==> src/rtl/algo_4r6w1p_sched_pkg.sv <==
// rtl/algo_4r6w1p_sched_pkg.sv - shared types and default sizes for the 4r6w write scheduler
// Provides the bank/row/client-index types, the held-request record and the
// default geometry used as parameter defaults by the scheduler modules.
package algo_4r6w1p_sched_pkg;

  localparam int NUMREQ_DEF  = 8;
  localparam int NUMWRPT_DEF = 6;
  localparam int WIDTH_DEF   = 64;
  localparam int NUMVBNK_DEF = 8;
  localparam int BITVBNK_DEF = 3;
  localparam int BITVROW_DEF = 13;
  localparam int BITREQ_DEF  = 3;
  localparam int CNTW_DEF    = 16;

  typedef logic [BITVBNK_DEF-1:0] bank_t;
  typedef logic [BITVROW_DEF-1:0] row_t;
  typedef logic [BITREQ_DEF-1:0]  reqidx_t;

  typedef struct packed {
    bank_t                badr;
    row_t                 radr;
    logic [WIDTH_DEF-1:0] din;
  } wreq_t;

endpackage

==> src/rtl/algo_4r6w1p_wr_grant.sv <==
// rtl/algo_4r6w1p_wr_grant.sv - combinational rotating bank-conflict-free write grant
// Ports:
//   pend      held-request valid per client
//   bank      held bank address per client
//   rr        client with top priority this cycle
//   ready     core ready; no grants when low
//   gnt       per-client grant
//   port_idx  client index driving each write port
//   port_vld  write port in use
//   conf_num  clients denied only because their bank was already claimed
module algo_4r6w1p_wr_grant
  import algo_4r6w1p_sched_pkg::*;
#(
  parameter int NUMREQ  = NUMREQ_DEF,
  parameter int NUMWRPT = NUMWRPT_DEF,
  parameter int NUMVBNK = NUMVBNK_DEF,
  parameter int BITVBNK = BITVBNK_DEF,
  parameter int BITREQ  = BITREQ_DEF
) (
  input  logic [NUMREQ-1:0]  pend,
  input  logic [BITVBNK-1:0] bank [NUMREQ],
  input  logic [BITREQ-1:0]  rr,
  input  logic               ready,
  output logic [NUMREQ-1:0]  gnt,
  output logic [BITREQ-1:0]  port_idx [NUMWRPT],
  output logic [NUMWRPT-1:0] port_vld,
  output logic [BITREQ:0]    conf_num
);

  localparam int PCW = $clog2(NUMWRPT + 1);
  localparam logic [PCW-1:0] PMAX = PCW'(NUMWRPT);

  always_comb begin
    logic [NUMVBNK-1:0] claimed;
    logic [PCW-1:0]     used;
    logic [BITREQ-1:0]  idx;
    logic [BITVBNK-1:0] b;
    gnt      = '0;
    port_vld = '0;
    conf_num = '0;
    claimed  = '0;
    used     = '0;
    idx      = '0;
    b        = '0;
    for (int k = 0; k < NUMWRPT; k++) begin
      port_idx[k] = '0;
    end
    if (ready) begin
      for (int j = 0; j < NUMREQ; j++) begin
        idx = BITREQ'((int'(rr) + j) % NUMREQ);
        if (pend[idx]) begin
          b = bank[idx];
          if (claimed[b]) begin
            // Once every port is taken a denial is port exhaustion, not a conflict.
            if (used != PMAX) begin
              conf_num = conf_num + 1'b1;
            end
          end else if (used != PMAX) begin
            gnt[idx]       = 1'b1;
            port_vld[used] = 1'b1;
            port_idx[used] = idx;
            claimed[b]     = 1'b1;
            used           = used + 1'b1;
          end
        end
      end
    end
  end

endmodule

==> src/rtl/algo_4r6w1p_wr_sched.sv <==
// rtl/algo_4r6w1p_wr_sched.sv - write-port scheduler in front of the 4r6w banked core
// Ports:
//   clk, rst         clock, synchronous active-high reset
//   ready            core ready; low blocks all grants
//   req_vld/req_rdy  per-client request handshake
//   req_badr/radr/din  per-client bank, row and data (flattened)
//   write            registered core write enable per port
//   wr_badr/wr_radr/din  registered core bank, row and data per port
//   conf_cnt         saturating count of bank-conflict denials
module algo_4r6w1p_wr_sched
  import algo_4r6w1p_sched_pkg::*;
#(
  parameter int NUMREQ  = NUMREQ_DEF,
  parameter int NUMWRPT = NUMWRPT_DEF,
  parameter int WIDTH   = WIDTH_DEF,
  parameter int NUMVBNK = NUMVBNK_DEF,
  parameter int BITVBNK = BITVBNK_DEF,
  parameter int BITVROW = BITVROW_DEF,
  parameter int BITREQ  = BITREQ_DEF,
  parameter int CNTW    = CNTW_DEF
) (
  input  logic                       clk,
  input  logic                       rst,
  input  logic                       ready,
  input  logic [NUMREQ-1:0]          req_vld,
  output logic [NUMREQ-1:0]          req_rdy,
  input  logic [NUMREQ*BITVBNK-1:0]  req_badr,
  input  logic [NUMREQ*BITVROW-1:0]  req_radr,
  input  logic [NUMREQ*WIDTH-1:0]    req_din,
  output logic [NUMWRPT-1:0]         write,
  output logic [NUMWRPT*BITVBNK-1:0] wr_badr,
  output logic [NUMWRPT*BITVROW-1:0] wr_radr,
  output logic [NUMWRPT*WIDTH-1:0]   din,
  output logic [CNTW-1:0]            conf_cnt
);

  localparam logic [BITREQ-1:0] RR_LAST = BITREQ'(NUMREQ - 1);

  logic [NUMREQ-1:0]  pend;
  logic [BITVBNK-1:0] hbadr [NUMREQ];
  logic [BITVROW-1:0] hradr [NUMREQ];
  logic [WIDTH-1:0]   hdin  [NUMREQ];
  logic [BITREQ-1:0]  rr;

  logic [NUMREQ-1:0]  gnt;
  logic [BITREQ-1:0]  port_idx [NUMWRPT];
  logic [NUMWRPT-1:0] port_vld;
  logic [BITREQ:0]    conf_num;
  logic [CNTW:0]      conf_sum;

  algo_4r6w1p_wr_grant #(
    .NUMREQ  (NUMREQ),
    .NUMWRPT (NUMWRPT),
    .NUMVBNK (NUMVBNK),
    .BITVBNK (BITVBNK),
    .BITREQ  (BITREQ)
  ) u_grant (
    .pend     (pend),
    .bank     (hbadr),
    .rr       (rr),
    .ready    (ready),
    .gnt      (gnt),
    .port_idx (port_idx),
    .port_vld (port_vld),
    .conf_num (conf_num)
  );

  // A holder being drained this cycle can take a new request at the same edge.
  assign req_rdy  = ~pend | gnt;
  assign conf_sum = {1'b0, conf_cnt} + (CNTW+1)'(conf_num);

  always_ff @(posedge clk) begin
    if (rst) begin
      pend     <= '0;
      rr       <= '0;
      write    <= '0;
      wr_badr  <= '0;
      wr_radr  <= '0;
      din      <= '0;
      conf_cnt <= '0;
    end else begin
      for (int i = 0; i < NUMREQ; i++) begin
        if (req_vld[i] && req_rdy[i]) begin
          pend[i] <= 1'b1;
        end else if (gnt[i]) begin
          pend[i] <= 1'b0;
        end
      end
      if (ready && |pend) begin
        rr <= (rr == RR_LAST) ? '0 : rr + 1'b1;
      end
      for (int k = 0; k < NUMWRPT; k++) begin
        write[k] <= port_vld[k];
        if (port_vld[k]) begin
          wr_badr[k*BITVBNK +: BITVBNK] <= hbadr[port_idx[k]];
          wr_radr[k*BITVROW +: BITVROW] <= hradr[port_idx[k]];
          din[k*WIDTH +: WIDTH]         <= hdin[port_idx[k]];
        end else begin
          wr_badr[k*BITVBNK +: BITVBNK] <= '0;
          wr_radr[k*BITVROW +: BITVROW] <= '0;
          din[k*WIDTH +: WIDTH]         <= '0;
        end
      end
      conf_cnt <= conf_sum[CNTW] ? '1 : conf_sum[CNTW-1:0];
    end
  end

  // Holder payload needs no reset; pend qualifies it.
  always_ff @(posedge clk) begin
    for (int i = 0; i < NUMREQ; i++) begin
      if (req_vld[i] && req_rdy[i]) begin
        hbadr[i] <= req_badr[i*BITVBNK +: BITVBNK];
        hradr[i] <= req_radr[i*BITVROW +: BITVROW];
        hdin[i]  <= req_din[i*WIDTH +: WIDTH];
      end
    end
  end

endmodule

==> config.mk <==
export PLATFORM = sky130hd
export DESIGN_NAME = algo_4r6w1p_wr_sched
export DESIGN_NICKNAME = d
export VERILOG_FILES = /design/src/rtl/algo_4r6w1p_sched_pkg.sv /design/src/rtl/algo_4r6w1p_wr_grant.sv /design/src/rtl/algo_4r6w1p_wr_sched.sv
export SDC_FILE = /design/constraint.sdc
export NUM_CORES = 2
export LEC_CHECK = 0
export ABC_CLOCK_PERIOD_IN_PS = 24900
export CORE_AREA = 2 2 451 453
export CTS_CLUSTER_DIAMETER = 80
export DETAILED_ROUTE_END_ITERATION = 7
export DIE_AREA = 0 0 453 455
export PLACE_DENSITY = 0.63
export SETUP_SLACK_MARGIN = 0.2
export SYNTH_ARGS = -nofsm -noshare
export SYNTH_HDL_FRONTEND = slang
export SYNTH_SLANG_ARGS = --single-unit
==> constraint.sdc <==
create_clock -name clk -period 24.9 [get_ports clk]
set_input_delay 2.49 -clock clk [delete_from_list [all_inputs] [get_ports clk]]
set_output_delay 2.49 -clock clk [all_outputs]
set_load 0.05 [all_outputs]
==> results.txt <==
DRT Pass-1 Iters: 8
gpl congestion: 0.955
Port Buffers: 1,160
PD cells: 118 nW/um^2
Synth area leader: edfxtp_1
Setup CP Type: reg -> out
CTS buffer count: 137
clk_lat worst skew: 830 ps
post-synthesis register bit count: 1,153
CP endpoint kind: output pin
final setup violation count: 0
status: complete, but fails checks
largest net degree at the start of global routing: 192
Mapped Nets: 7,997
CP max-delay cell: clkdlybuf4s50_1
final std cell area, no fill: 87,900 sq um
Final HPWL DP: 245,000 um
GR Util All Layers: 0.349
fin. max-slew vios: 0
Switch Pwr: 5.08 mW
Max clock buf depth: 3
Slew headroom: 0.111
Placed Area: 82,900 sq um
Multi-input gate area: 37,200 sq um
ys async rst share: 0
WHS: 574 ps
final worst path period need: 17,450 ps
Tightest Pin Transition: 1330 ps
internal power: 5.33 mW
fin nets: 8,766
Initial Util: 0.346
post-route total power: 10.4 mW
post-synth design cell area: 69,600 sq um
# Max-Cap Violations: 0
Vias: 71.0k
final core occ: 0.437
delay-heaviest family, CP: compound AO/OA/AOI/OAI gates
cell leakage power: 30.5 nW
core box area: 201,000 sq um
critical path required time: 22,410 ps
cell count after synthesis: 7,312
Seq/Total Area, Yosys: 0.424
final non-filler cell total: 10.9k
Comb pwr share: 0.539
Fillers: 18.8k
DP Worst Slack: 8590 ps
Final Hold Viols: 0
TNS Setup: 0 ps
vias in the first global route: 67.0k
fin crit share: 0.701
Buf+Inv Stages, Crit Path: 4
clk_skew: 58.2 ps
Arr. time, crit path: 14,960 ps
synthesis warning total: 0
crit-path max FO: 47
I/O Pins: 1,161
startpoint types: flip-flop
register area: 29,500 sq um
failing checks: design-rule violations
DRT iter0 DRCs: 11.6k
grt ovf: 0
critical path's largest stage delay: 950 ps
clk root buf: clkbuf_16
Synth top cells by count: nand2_1, mux2i_1, edfxtp_1
layout cells sized above 1: 0.0828
slack of the critical path: 7450 ps
Synth cell types: 113
clock-pin slew on the worst setup and hold paths: 50 ps
switch share: 0.488
drt wl/cell: 34.6 um
synth top area cells: edfxtp_1, dfxtp_1, mux2i_1, nand2_1, a21oi_1
EDFF count, synth: 640
syn avg cell area: 9.51 sq um
Area Growth Syn to Fin: 26.4%
portion of total power attributed to sequential cells: 0.251
Max Freq: 57.3 MHz
CP dominant cell by count: ha_1
share of the synthesized area in the top cell type: 0.276
Post-CTS Resized: 0
drt drc: 12
post-CTS setup buffer count: 0
TritonCTS clock tree: done
vias per inst: 6.50
cts hold-fix bufs: 0
antenna violations before repair: 81
final WL: 378,000 um
Hold WC Path Type: reg -> reg
Clock Sinks: 1,153
H-tree depth: 4
RSZ-0062 raised after global routing: false
peak supply drop: 0.285 mV
Die Ht: 455 um
Post-DRT Antenna Nets: 0
clock network fraction of total power: 0.210
dominant synthesized flop cell: edfxtp_1
FP Rows: 165
Die W: 453 um
Cells after DPL: 10.6k
count leader, synth: nand2_1
first-pass GRT wire length: 518,000 um
Die Footprint: 206,000 sq um
## layout make-up
class | count | share of cell area
Timing Repair Buffer | 1281 | 0.143
Inverter | 66 | 0.00282
Multi-Input combinational cell | 5442 | 0.423
Sequential cell | 1153 | 0.335
Tap cell | 2672 | 0.0380
Clock inverter | 73 | 0.0112
Antenna cell | 60 | 0.00171
Clock buffer | 181 | 0.0441
## sequential cells by signal, summed over array words and instances, names as in the netlist
signal / cells
wr_radr: 78
hdin: 512
pend: 8
rr: 3
din: 384
conf_cnt: 16
write: 6
wr_badr: 18
hbadr: 24
hradr: 104
## power by group through the flow
stage          Clock, mW  Combinational, mW  Sequential, mW
2_1_floorplan          0               2.94            3.05
3_3_place_gp           0               5.31            2.63
3_5_place_dp           0               5.40            2.62
4_1_cts             2.20               5.42            2.59
5_1_grt             2.27               5.77            2.61
6_report            2.19               5.60            2.61
## worst reg2reg max path, delay by kind of cell (launching register included)
kind | cells | cell delay, ps
compound gates | 13 | 4160
buf+inv | 6 | 4020
mux | 4 | 2080
xor+xnor | 4 | 2010
simple gates | 7 | 1650
fa+ha+maj | 6 | 2150
flops | 1 | 510
## cell usage in the layout (no fill, tap or decap), drive strengths merged, types with 20 or more instances in the layout
cell,Yosys,routed
o22a,82,82
xnor2,23,23
and2,29,29
o22ai,102,102
ha,33,33
a22oi,86,86
clkdlybuf4s50,0,1159
edfxtp,640,640
clkbuf,379,181
a21oi,622,622
and3,93,93
dfxtp,513,513
mux2,99,99
nand2b,20,20
inv,63,76
buf,272,122
diode,0,60
o211ai,29,29
a211oi,182,182
mux2i,923,923
nor2b,94,94
mux4,36,36
nor2,94,94
nor3,46,46
nor4b,86,86
clkinv,3,36
nand3,295,295
nand2,1511,1511
a32oi,71,71
and4b,78,78
a22o,225,225
o21ai,152,152
a31oi,104,104
o221ai,82,82
## layer usage
metal,vias up,wire length [um],global-route usage
met3,1511,48300,0.108
met4,22,33200,0.268
met1,34269,138000,0.433
met2,6200,158000,0.505
li1,29011,-,-
met5,-,141,0
## cell families after synthesis
logic type / count (synthesis) / share of synthesized area
xor gates and xnor gates: 35 / 0.00452
buffers and inverters: 717 / 0.0452
and+or+nand+nor: 2420 / 0.170
adders and majority gates: 34 / 0.00622
AOI/OAI and AO/OA: 1895 / 0.188
DFF: 1153 / 0.424
muxes: 1058 / 0.161
## final timing paths
kind                                 from                       to  slack (ps)  cells after the start
setup / recovery       rr[0]$_SDFFE_PP0P_               req_rdy[4]        7450                     37
hold / removal    conf_cnt[14]$_SDFF_PP0_  conf_cnt[14]$_SDFF_PP0_         570                      2
setup reg to reg       rr[0]$_SDFFE_PP0P_      din[134]$_SDFF_PP0_        8220                     40
hold reg to reg   conf_cnt[14]$_SDFF_PP0_  conf_cnt[14]$_SDFF_PP0_         570                      2
Note: power is estimated with default switching activity, not from simulation.
